$ cat config.mk
export PLATFORM = sky130hd
export DESIGN_NAME = router_ctrl_flat
export DESIGN_NICKNAME = d
export VERILOG_FILES = /design/src/rtl/router_ctrl_if.sv /design/src/rtl/router_ctrl.sv /design/src/flat_wrapper.sv
export SDC_FILE = /design/constraint.sdc
export NUM_CORES = 1
export LEC_CHECK = 0
export BUFFER_PORTS_ARGS = -buffer_cell sky130_fd_sc_hd__clkbuf_2
export CAP_MARGIN = 40
export CORE_UTILIZATION = 51
export CTS_CLUSTER_DIAMETER = 100
export DETAILED_ROUTE_END_ITERATION = 10
export PLACE_DENSITY = 0.76
export SLEW_MARGIN = 20
export SYNTH_ARGS = -nofsm -noshare
export SYNTH_HDL_FRONTEND = slang
export SYNTH_SLANG_ARGS = --single-unit
$ cat constraint.sdc
create_clock -name clock -period 2.1 [get_ports clock]
set_input_delay 0.63 -clock clock [delete_from_list [all_inputs] [get_ports clock]]
set_output_delay 0.63 -clock clock [all_outputs]
set_load 0.005 [all_outputs]
$ cat src/rtl/router_ctrl_if.sv
// Router ingress bundle: source byte stream, FIFO status/strobes and destination reads.
// master = source/FIFO/destination side, slave = router_ctrl.
interface router_ctrl_if;
  logic       pkt_valid;
  logic [7:0] data_in;
  logic [2:0] fifo_full;
  logic [2:0] fifo_empty;
  logic [2:0] read_enb;
  logic       busy;
  logic [7:0] fifo_din;
  logic [2:0] write_enb;
  logic       lfd_state;
  logic [2:0] vld_out;
  logic [2:0] soft_reset;
  logic       err;

  modport master (
    output pkt_valid, data_in, fifo_full, fifo_empty, read_enb,
    input  busy, fifo_din, write_enb, lfd_state, vld_out, soft_reset, err
  );

  modport slave (
    input  pkt_valid, data_in, fifo_full, fifo_empty, read_enb,
    output busy, fifo_din, write_enb, lfd_state, vld_out, soft_reset, err
  );
endinterface

$ cat src/rtl/router_ctrl.sv
// Ingress controller of the 1x3 router: header decode, FIFO write sequencing, back-pressure,
// per-port read timeout. Parity checking and err are built only with ROUTER_PARITY_CHK_EN.
module router_ctrl #(
  parameter int unsigned TIMEOUT = 30
) (
  input logic          clock,
  input logic          resetn,
  router_ctrl_if.slave rif
);

  typedef enum logic [2:0] {
    StIdle, StWaitEmpty, StLoadFirst, StLoadData, StCheckParity, StDrop
  } state_e;

  localparam logic [4:0] TimeoutMax = 5'(TIMEOUT - 1);

  state_e      state_q, state_d;
  logic [1:0]  addr_q, addr_d;
  logic [5:0]  len_q, len_d;
  logic [7:0]  hdr_q, hdr_d;
  logic [5:0]  rem_q, rem_d;
  logic [7:0]  din_q, din_d;
  logic        dvld_q, dvld_d;
`ifdef ROUTER_PARITY_CHK_EN
  logic [7:0]  parity_q, parity_d;
  logic [7:0]  par_byte_q, par_byte_d;
  logic        err_q, err_d;
`endif
  logic [4:0]  tcnt_q [3];
  logic [4:0]  tcnt_d [3];
  logic [2:0]  vld_out, soft_reset, write_enb;
  logic        busy, lfd_state, accept, wr, sr;

  assign vld_out = ~rif.fifo_empty;

  // Timeout: a port holding data that nobody reads gets a one-cycle soft reset.
  always_comb begin
    soft_reset = '0;
    tcnt_d     = tcnt_q;
    for (int k = 0; k < 3; k++) begin
      if (!(vld_out[k] && !rif.read_enb[k])) begin
        tcnt_d[k] = '0;
      end else if (tcnt_q[k] == TimeoutMax) begin
        tcnt_d[k]     = '0;
        soft_reset[k] = 1'b1;
      end else begin
        tcnt_d[k] = tcnt_q[k] + 5'd1;
      end
    end
  end

  always_comb begin
    state_d   = state_q;
    addr_d    = addr_q;
    len_d     = len_q;
    hdr_d     = hdr_q;
    rem_d     = rem_q;
    din_d     = din_q;
    dvld_d    = dvld_q;
`ifdef ROUTER_PARITY_CHK_EN
    parity_d   = parity_q;
    par_byte_d = par_byte_q;
    err_d      = err_q;
`endif
    busy      = 1'b0;
    lfd_state = 1'b0;
    write_enb = '0;
    accept    = 1'b0;
    wr        = dvld_q && !rif.fifo_full[addr_q];
    sr        = soft_reset[addr_q];
    unique case (state_q)
      StIdle: begin
        if (rif.pkt_valid) begin
          rem_d = rif.data_in[7:2];
          if (rif.data_in[1:0] == 2'd3) begin
            state_d = StDrop;
          end else begin
            addr_d  = rif.data_in[1:0];
            len_d   = rif.data_in[7:2];
            hdr_d   = rif.data_in;
`ifdef ROUTER_PARITY_CHK_EN
            parity_d = rif.data_in;
            err_d    = 1'b0;
`endif
            state_d = rif.fifo_empty[rif.data_in[1:0]] ? StLoadFirst : StWaitEmpty;
          end
        end
      end
      StWaitEmpty: begin
        busy = 1'b1;
        if (sr) state_d = StDrop;
        else if (rif.fifo_empty[addr_q]) state_d = StLoadFirst;
      end
      StLoadFirst: begin
        busy      = 1'b1;
        lfd_state = 1'b1;
        if (sr) begin
          state_d = StDrop;
        end else begin
          din_d   = hdr_q;
          dvld_d  = 1'b1;
          rem_d   = len_q;
          state_d = StLoadData;
        end
      end
      StLoadData: begin
        write_enb[addr_q] = wr;
        busy   = dvld_q && rif.fifo_full[addr_q];
        accept = rif.pkt_valid && !busy;
        if (wr) dvld_d = 1'b0;
        if (accept) begin
          din_d  = rif.data_in;
          dvld_d = 1'b1;
          if (rem_q != 6'd0) begin
            rem_d = rem_q - 6'd1;
`ifdef ROUTER_PARITY_CHK_EN
            parity_d = parity_q ^ rif.data_in;
`endif
          end else begin
`ifdef ROUTER_PARITY_CHK_EN
            par_byte_d = rif.data_in;
`endif
            state_d = StCheckParity;
          end
        end
        // A byte accepted on the reset edge is consumed; a consumed parity byte ends the packet.
        if (sr) begin
          dvld_d  = 1'b0;
          state_d = (accept && rem_q == 6'd0) ? StIdle : StDrop;
        end
      end
      StCheckParity: begin
        busy              = 1'b1;
        write_enb[addr_q] = wr;
        if (wr) dvld_d = 1'b0;
        if (!dvld_q) begin
`ifdef ROUTER_PARITY_CHK_EN
          err_d = (parity_q != par_byte_q);
`endif
          state_d = StIdle;
        end
        if (sr) begin
          dvld_d  = 1'b0;
`ifdef ROUTER_PARITY_CHK_EN
          err_d   = err_q;
`endif
          state_d = StIdle;
        end
      end
      StDrop: begin
        if (rif.pkt_valid) begin
          if (rem_q == 6'd0) state_d = StIdle;
          else rem_d = rem_q - 6'd1;
        end
      end
      default: state_d = StIdle;
    endcase
  end

  always_ff @(posedge clock or negedge resetn) begin
    if (!resetn) begin
      state_q <= StIdle;
      addr_q  <= '0;
      len_q   <= '0;
      hdr_q   <= '0;
      rem_q   <= '0;
      din_q   <= '0;
      dvld_q  <= 1'b0;
      for (int k = 0; k < 3; k++) tcnt_q[k] <= '0;
    end else begin
      state_q <= state_d;
      addr_q  <= addr_d;
      len_q   <= len_d;
      hdr_q   <= hdr_d;
      rem_q   <= rem_d;
      din_q   <= din_d;
      dvld_q  <= dvld_d;
      for (int k = 0; k < 3; k++) tcnt_q[k] <= tcnt_d[k];
    end
  end

`ifdef ROUTER_PARITY_CHK_EN
  always_ff @(posedge clock or negedge resetn) begin
    if (!resetn) begin
      parity_q   <= '0;
      par_byte_q <= '0;
      err_q      <= 1'b0;
    end else begin
      parity_q   <= parity_d;
      par_byte_q <= par_byte_d;
      err_q      <= err_d;
    end
  end
  assign rif.err = err_q;
`else
  assign rif.err = 1'b0;
`endif

  assign rif.busy       = busy;
  assign rif.fifo_din   = din_q;
  assign rif.write_enb  = write_enb;
  assign rif.lfd_state  = lfd_state;
  assign rif.vld_out    = vld_out;
  assign rif.soft_reset = soft_reset;

endmodule

$ cat src/flat_wrapper.sv
// flat-port wrapper written by rule: the top's interface ports become plain ports
module router_ctrl_flat 
#(
  parameter int unsigned TIMEOUT = 30
)
  (clock, resetn, rif_pkt_valid, rif_data_in, rif_fifo_full, rif_fifo_empty, rif_read_enb, rif_busy, rif_fifo_din, rif_write_enb, rif_lfd_state, rif_vld_out, rif_soft_reset, rif_err);
  router_ctrl_if rif_i ();
  input logic clock;
  input logic resetn;
  input wire logic [$bits(rif_i.pkt_valid)-1:0] rif_pkt_valid;
  input wire logic [$bits(rif_i.data_in)-1:0] rif_data_in;
  input wire logic [$bits(rif_i.fifo_full)-1:0] rif_fifo_full;
  input wire logic [$bits(rif_i.fifo_empty)-1:0] rif_fifo_empty;
  input wire logic [$bits(rif_i.read_enb)-1:0] rif_read_enb;
  output wire logic [$bits(rif_i.busy)-1:0] rif_busy;
  output wire logic [$bits(rif_i.fifo_din)-1:0] rif_fifo_din;
  output wire logic [$bits(rif_i.write_enb)-1:0] rif_write_enb;
  output wire logic [$bits(rif_i.lfd_state)-1:0] rif_lfd_state;
  output wire logic [$bits(rif_i.vld_out)-1:0] rif_vld_out;
  output wire logic [$bits(rif_i.soft_reset)-1:0] rif_soft_reset;
  output wire logic [$bits(rif_i.err)-1:0] rif_err;
  assign rif_i.pkt_valid = rif_pkt_valid;
  assign rif_i.data_in = rif_data_in;
  assign rif_i.fifo_full = rif_fifo_full;
  assign rif_i.fifo_empty = rif_fifo_empty;
  assign rif_i.read_enb = rif_read_enb;
  assign rif_busy = rif_i.busy;
  assign rif_fifo_din = rif_i.fifo_din;
  assign rif_write_enb = rif_i.write_enb;
  assign rif_lfd_state = rif_i.lfd_state;
  assign rif_vld_out = rif_i.vld_out;
  assign rif_soft_reset = rif_i.soft_reset;
  assign rif_err = rif_i.err;
  router_ctrl #(.TIMEOUT(TIMEOUT)) u_core (.clock(clock), .resetn(resetn), .rif(rif_i));
endmodule
After elaboration in Yosys (flattened, before gate mapping)
Cells that the tools add are included.
{"block": "totals", "word_cells": 122, "in_bits": 20, "register_bits": 49, "out_inout_bits": 20}
{"block": "op_classes", "n_mux": 56, "n_addsub": 4, "n_reduce_logical": 26, "n_bitwise": 3, "eq_ne": 20, "n_lt_le_gt_ge": 3}
{"op": "2-to-1 mux 3 bit", "n": 14}
{"op": "2-to-1 mux 6 bit", "n": 6}
{"op": "2-to-1 mux 5 bit", "n": 6}
{"op": "case mux 6 bit (4 select lines)", "n": 1}
{"op": "case mux 3 bit (6 select lines)", "n": 1}
{"op": "2-to-1 mux 1 bit", "n": 17}
{"op": "2-to-1 mux 8 bit", "n": 2}
{"op": "case mux 8 bit (2 select lines)", "n": 1}
{"op": "adder 5 x 1 -> 5 bit (second input constant)", "n": 3}
{"op": "equality test 5 bit (second input constant)", "n": 3}
{"op": "AND reduction 7 bit", "n": 2}
{"op": "binary-select mux 1 bit (select 2 bit)", "n": 4}
{"op": "logical AND 1 bit", "n": 8}
{"op": "inequality test 2 bit (second input constant)", "n": 4}
{"op": "equality test 3 x 2 -> 1 bit (second input constant)", "n": 2}
{"op": "equality test 3 bit (second input constant)", "n": 2}
{"op": "logical NOT 6 bit", "n": 1}
{"op": "less-than comparator 2 x 3 -> 1 bit (second input constant)", "n": 2}
{"op": "inequality test 2 x 1 -> 1 bit (second input constant)", "n": 3}
{"op": "inequality test 3 x 1 -> 1 bit (second input constant)", "n": 2}
{"op": "AND reduction 3 bit", "n": 2}
{"op": "nonzero test 6 bit", "n": 1}
{"op": "subtractor 6 x 1 -> 6 bit (second input constant)", "n": 1}
{"op": "logical NOT 1 bit", "n": 5}
{"op": "19 further kinds", "n": 19}

Depth between registers and ports, before layout
{"block": "depth", "ltp_word": 9, "depth_mapped": 9, "depth_no_buf": 8}

Worst setup path after synthesis
No wires, ideal clock.
{"block": "synth_timing", "kind": "register to output", "start": "register u_core.state_q[2]", "end": "output rif_write_enb[0]", "path_buffers": 1, "t_required_ns": 1.470, "arrival_ns": 1.419, "path_slack_ns": 0.051, "stages_incl_launch_ff": 7, "path_cell_list": "dfrtp_1 nor2b_2 nand2_1 clkbuf_1 nand2_1 nand2_1 nor4_1"}
{"block": "synth_via", "elab_chain_len": 3, "word_cells_on_any_way": 4, "classes_between": "eq/ne: 2; mux: 1; reduce/logical: 1"}
{"item": "from (decl)", "line": "router_ctrl.sv:17", "text": "state_e state_q, state_d;"}
{"item": "from (signal assigned)", "line": "router_ctrl.sv:162", "text": "state_q <= StIdle;"}
{"item": "from (signal assigned)", "line": "router_ctrl.sv:171", "text": "state_q <= state_d;"}
{"item": "equality test 3 x 2 -> 1 bit or equality test 3 bit (tied branches)", "line": "router_ctrl.sv:71", "text": "unique case (state_q)"}
{"item": "OR reduction 2 bit (no source line) (*)"}
{"item": "2-to-1 mux 3 bit (*)"}
{"item": "to (decl)", "line": "flat_wrapper.sv:17", "text": "output wire logic [$bits(rif_i.write_enb)-1:0] rif_write_enb;"}
Mark *: on every way between the ends. The rest lies on a longest branch, timed or not.

Final worst setup path
{"block": "layout_timing", "start": "register u_core.state_q[2]", "end": "output rif_lfd_state"}
{"block": "layout_via", "elab_chain_len": 2}
{"item": "equality test 3 x 2 -> 1 bit", "line": "router_ctrl.sv:71"}
{"item": "2-to-1 mux 1 bit", "line": "router_ctrl.sv:71"}
{"item": "to (decl)", "line": "flat_wrapper.sv:18", "text": "output wire logic [$bits(rif_i.lfd_state)-1:0] rif_lfd_state;"}
No other way between the ends.

==> results.tsv <==
metric	value	unit
cts_tree	yes	
worstPathRequired	1.47	ns
avgSynthCellArea	9.86	um2
hold_viol_final	0	
die_h	71.9	um
grt_pass1_wl	9060	um
violations	DRC, setup timing	
vias_per_cell	5.31	
drtIter0Drc	201	
synth-seq-area-share	0.411	
gp_congestion	0.845	
maxCapViolations	0	
diodes	0	
setup_viol	1	
grt_overflow_total	0	
yosys_register_bits	41	
drt-wirelength-per-cell	14.0	um
track_usage	0.225	
postCtsHoldBufs	0	
pin_count	40	
maxSlewViolCount	0	
firstDrtPassIters	7	
final_antenna_net_count	0	
cts_max_level	2	
p_per_area	1370	nW/um2
final_cell_mix	buf_4, nor2_1, dfrtp_1, clkbuf_2, nand2_1	
layout.cells.most_common	buf_4	
fp.dieArea	5180	um2
cts_inserted_buffers	5	
crit_type	reg2out	
core_area	4720	um2
ys.flop_type	dfrtp_1	
fin_skew	0.00577	ns
synth_nets	281	
status	complete, but fails checks	
cp-start-kind	register	
grt_max_degree	42	
yosysWarnings	0	
cp-end-kind	primary output	
area_growth	28.4	%
fillers	336	
rsz0062_at_grt	true	
port_buffers	38	
worst_pin_slew	0.574	ns
die_w	71.9	um
insertion_delay	0.29	ns
synth-edff-count	0	
fin_crit	2.10	ns
initial_core_util	0.528	
clock.fmax	0.476	GHz
setup-tns-final	-0.00111	ns
drive_gt1_frac	0.410	
grt_pass1_vias	1983	
async_reset_ff_frac	1.00	
relSlewSlack	0.614	
place_ws	-0.126	ns
synthCells	253	
synth_area	2490	um2
cts_root_buf	clkbuf_8	
drc_errors	2	
dp_cells	379	
synth_cell_types	55	
finalWorstSetupSlack	-0.00111	ns
clk_path_buf_depth	2	
routed_wl	5600	um
vias	2118	
fp-row-count	25	
layoutNonFillerInstCount	399	
ir_worst_vdd	0.852	mV
hpwl	3940	um
leakagePower	0.00151	uW
hp-class	in2async	
finalCoreUtilization	0.678	
finalCritPeriodShare	1.00	
cts.sinks	41	
antenna_found_initial	0	
crit_fanout	5	
clkSlewWorstSetupHoldPaths	0.08	ns
critPathArrivalTime	1.47	ns
hold_slack	0.394	ns
nets	359	
-- through the flow --
| step | power (uW) | cell area, um2 |
|---|---|---|
| after floorplan | 2870 | 2490 |
| after global placement | 3500 | 2940 |
| after detailed placement | 3540 | 2940 |
| after CTS | 4210 | 3100 |
| after global routing | 4680 | 3200 |
| final | 4380 | 3200 |
-- cells in the mapped netlist, drive strengths merged, types with 2 or more instances --
library cell | number | share of area
nor4 | 4 | 0.015
nand4 | 3 | 0.0075
inv | 12 | 0.018
nor2b | 5 | 0.014
o22a | 2 | 0.0070
dfrtp | 41 | 0.41
xnor2 | 5 | 0.018
a221oi | 5 | 0.025
nor3 | 9 | 0.018
mux2 | 20 | 0.10
xor2 | 9 | 0.032
nand2b | 3 | 0.0085
o311ai | 2 | 0.014
ha | 8 | 0.040
o21ai | 9 | 0.023
nand3 | 9 | 0.018
and3b | 2 | 0.0070
nor2 | 44 | 0.067
nand2 | 17 | 0.026
clkbuf | 5 | 0.0075
a21oi | 11 | 0.027
buf | 5 | 0.016
nand3b | 2 | 0.0060
mux2i | 3 | 0.012
-- routing by layer --
metal / track usage / wire length, um / vias up
li1: - / - / 1042
met1: 0.321 / 2530 / 1013
met2: 0.354 / 2770 / 61
met3: 0.0417 / 273 / 2
met4: 0.0632 / 31 / 0
met5: 0 / 0 / -
-- final cells by class --
class	count	area [um2]	share of cell area
tap	67	83.8	0.0262
clock inverter	2	15.0	0.00469
inverter	12	45.0	0.0141
timing repair buffer	81	526	0.164
clock buffer	6	72.6	0.0227
multi-input combinational	190	1430	0.446
sequential	41	1030	0.322
-- cell families after synthesis --
| group | count (synthesis) | share of synthesized area |
|---|---|---|
| mux | 23 | 0.114 |
| buf+inv | 22 | 0.0416 |
| simple gates | 102 | 0.204 |
| xor+xnor | 14 | 0.0491 |
| fa+ha+maj | 8 | 0.0401 |
| compound gates | 42 | 0.138 |
| other cells | 1 | 0.00150 |
| flops | 41 | 0.411 |
-- worst max-delay path, cell delays in order, from the launching register on --
cell and delay, ns:
dfrtp_2 0.45, nor2_1 0.31, and2_1 0.29, clkbuf_2 0.15
-- flip-flops by register name, summed over array words and instances (netlist names) --
signal,flops
u_core.rif.fifo_din,8
u_core.hdr_q,8
u_core.tcnt_q,15
u_core.state_q,3
u_core.rem_q,6
u_core.dvld_q,1
-- worst paths after layout --
| check | cells after the start | end | startpoint | slack (ns) |
|---|---|---|---|---|
| worst min register to register | 1 | u_core.tcnt_q[0] | u_core.tcnt_q[0] | 0.49 |
| worst min-delay path | 2 | u_core.rem_q[2] | resetn | 0.39 |
| max in group asynchronous | 2 | u_core.hdr_q[1] | resetn | 1.31 |
| min in group clock | 1 | u_core.tcnt_q[0] | u_core.tcnt_q[0] | 0.49 |
| worst max-delay path | 3 | rif_lfd_state | u_core.state_q[2] | -0.001 |
| worst max register to register | 7 | u_core.state_q[2] | u_core.tcnt_q[10] | 0.02 |
-- where the power goes --
group | switching [uW] | total (uW) | internal (uW)
Sequential | 224 | 1290 | 1070
Clock | 268 | 502 | 234
Combinational | 1220 | 2580 | 1360
-- timing repair --
item	CTS	global route
gates resized for setup	5	19
endpoints found under the hold margin	0	0
setup endpoints to repair	14	21
setup buffers	7	5
pin swaps	1	10
No activity file was read; power rests on OpenSTA's default activity.
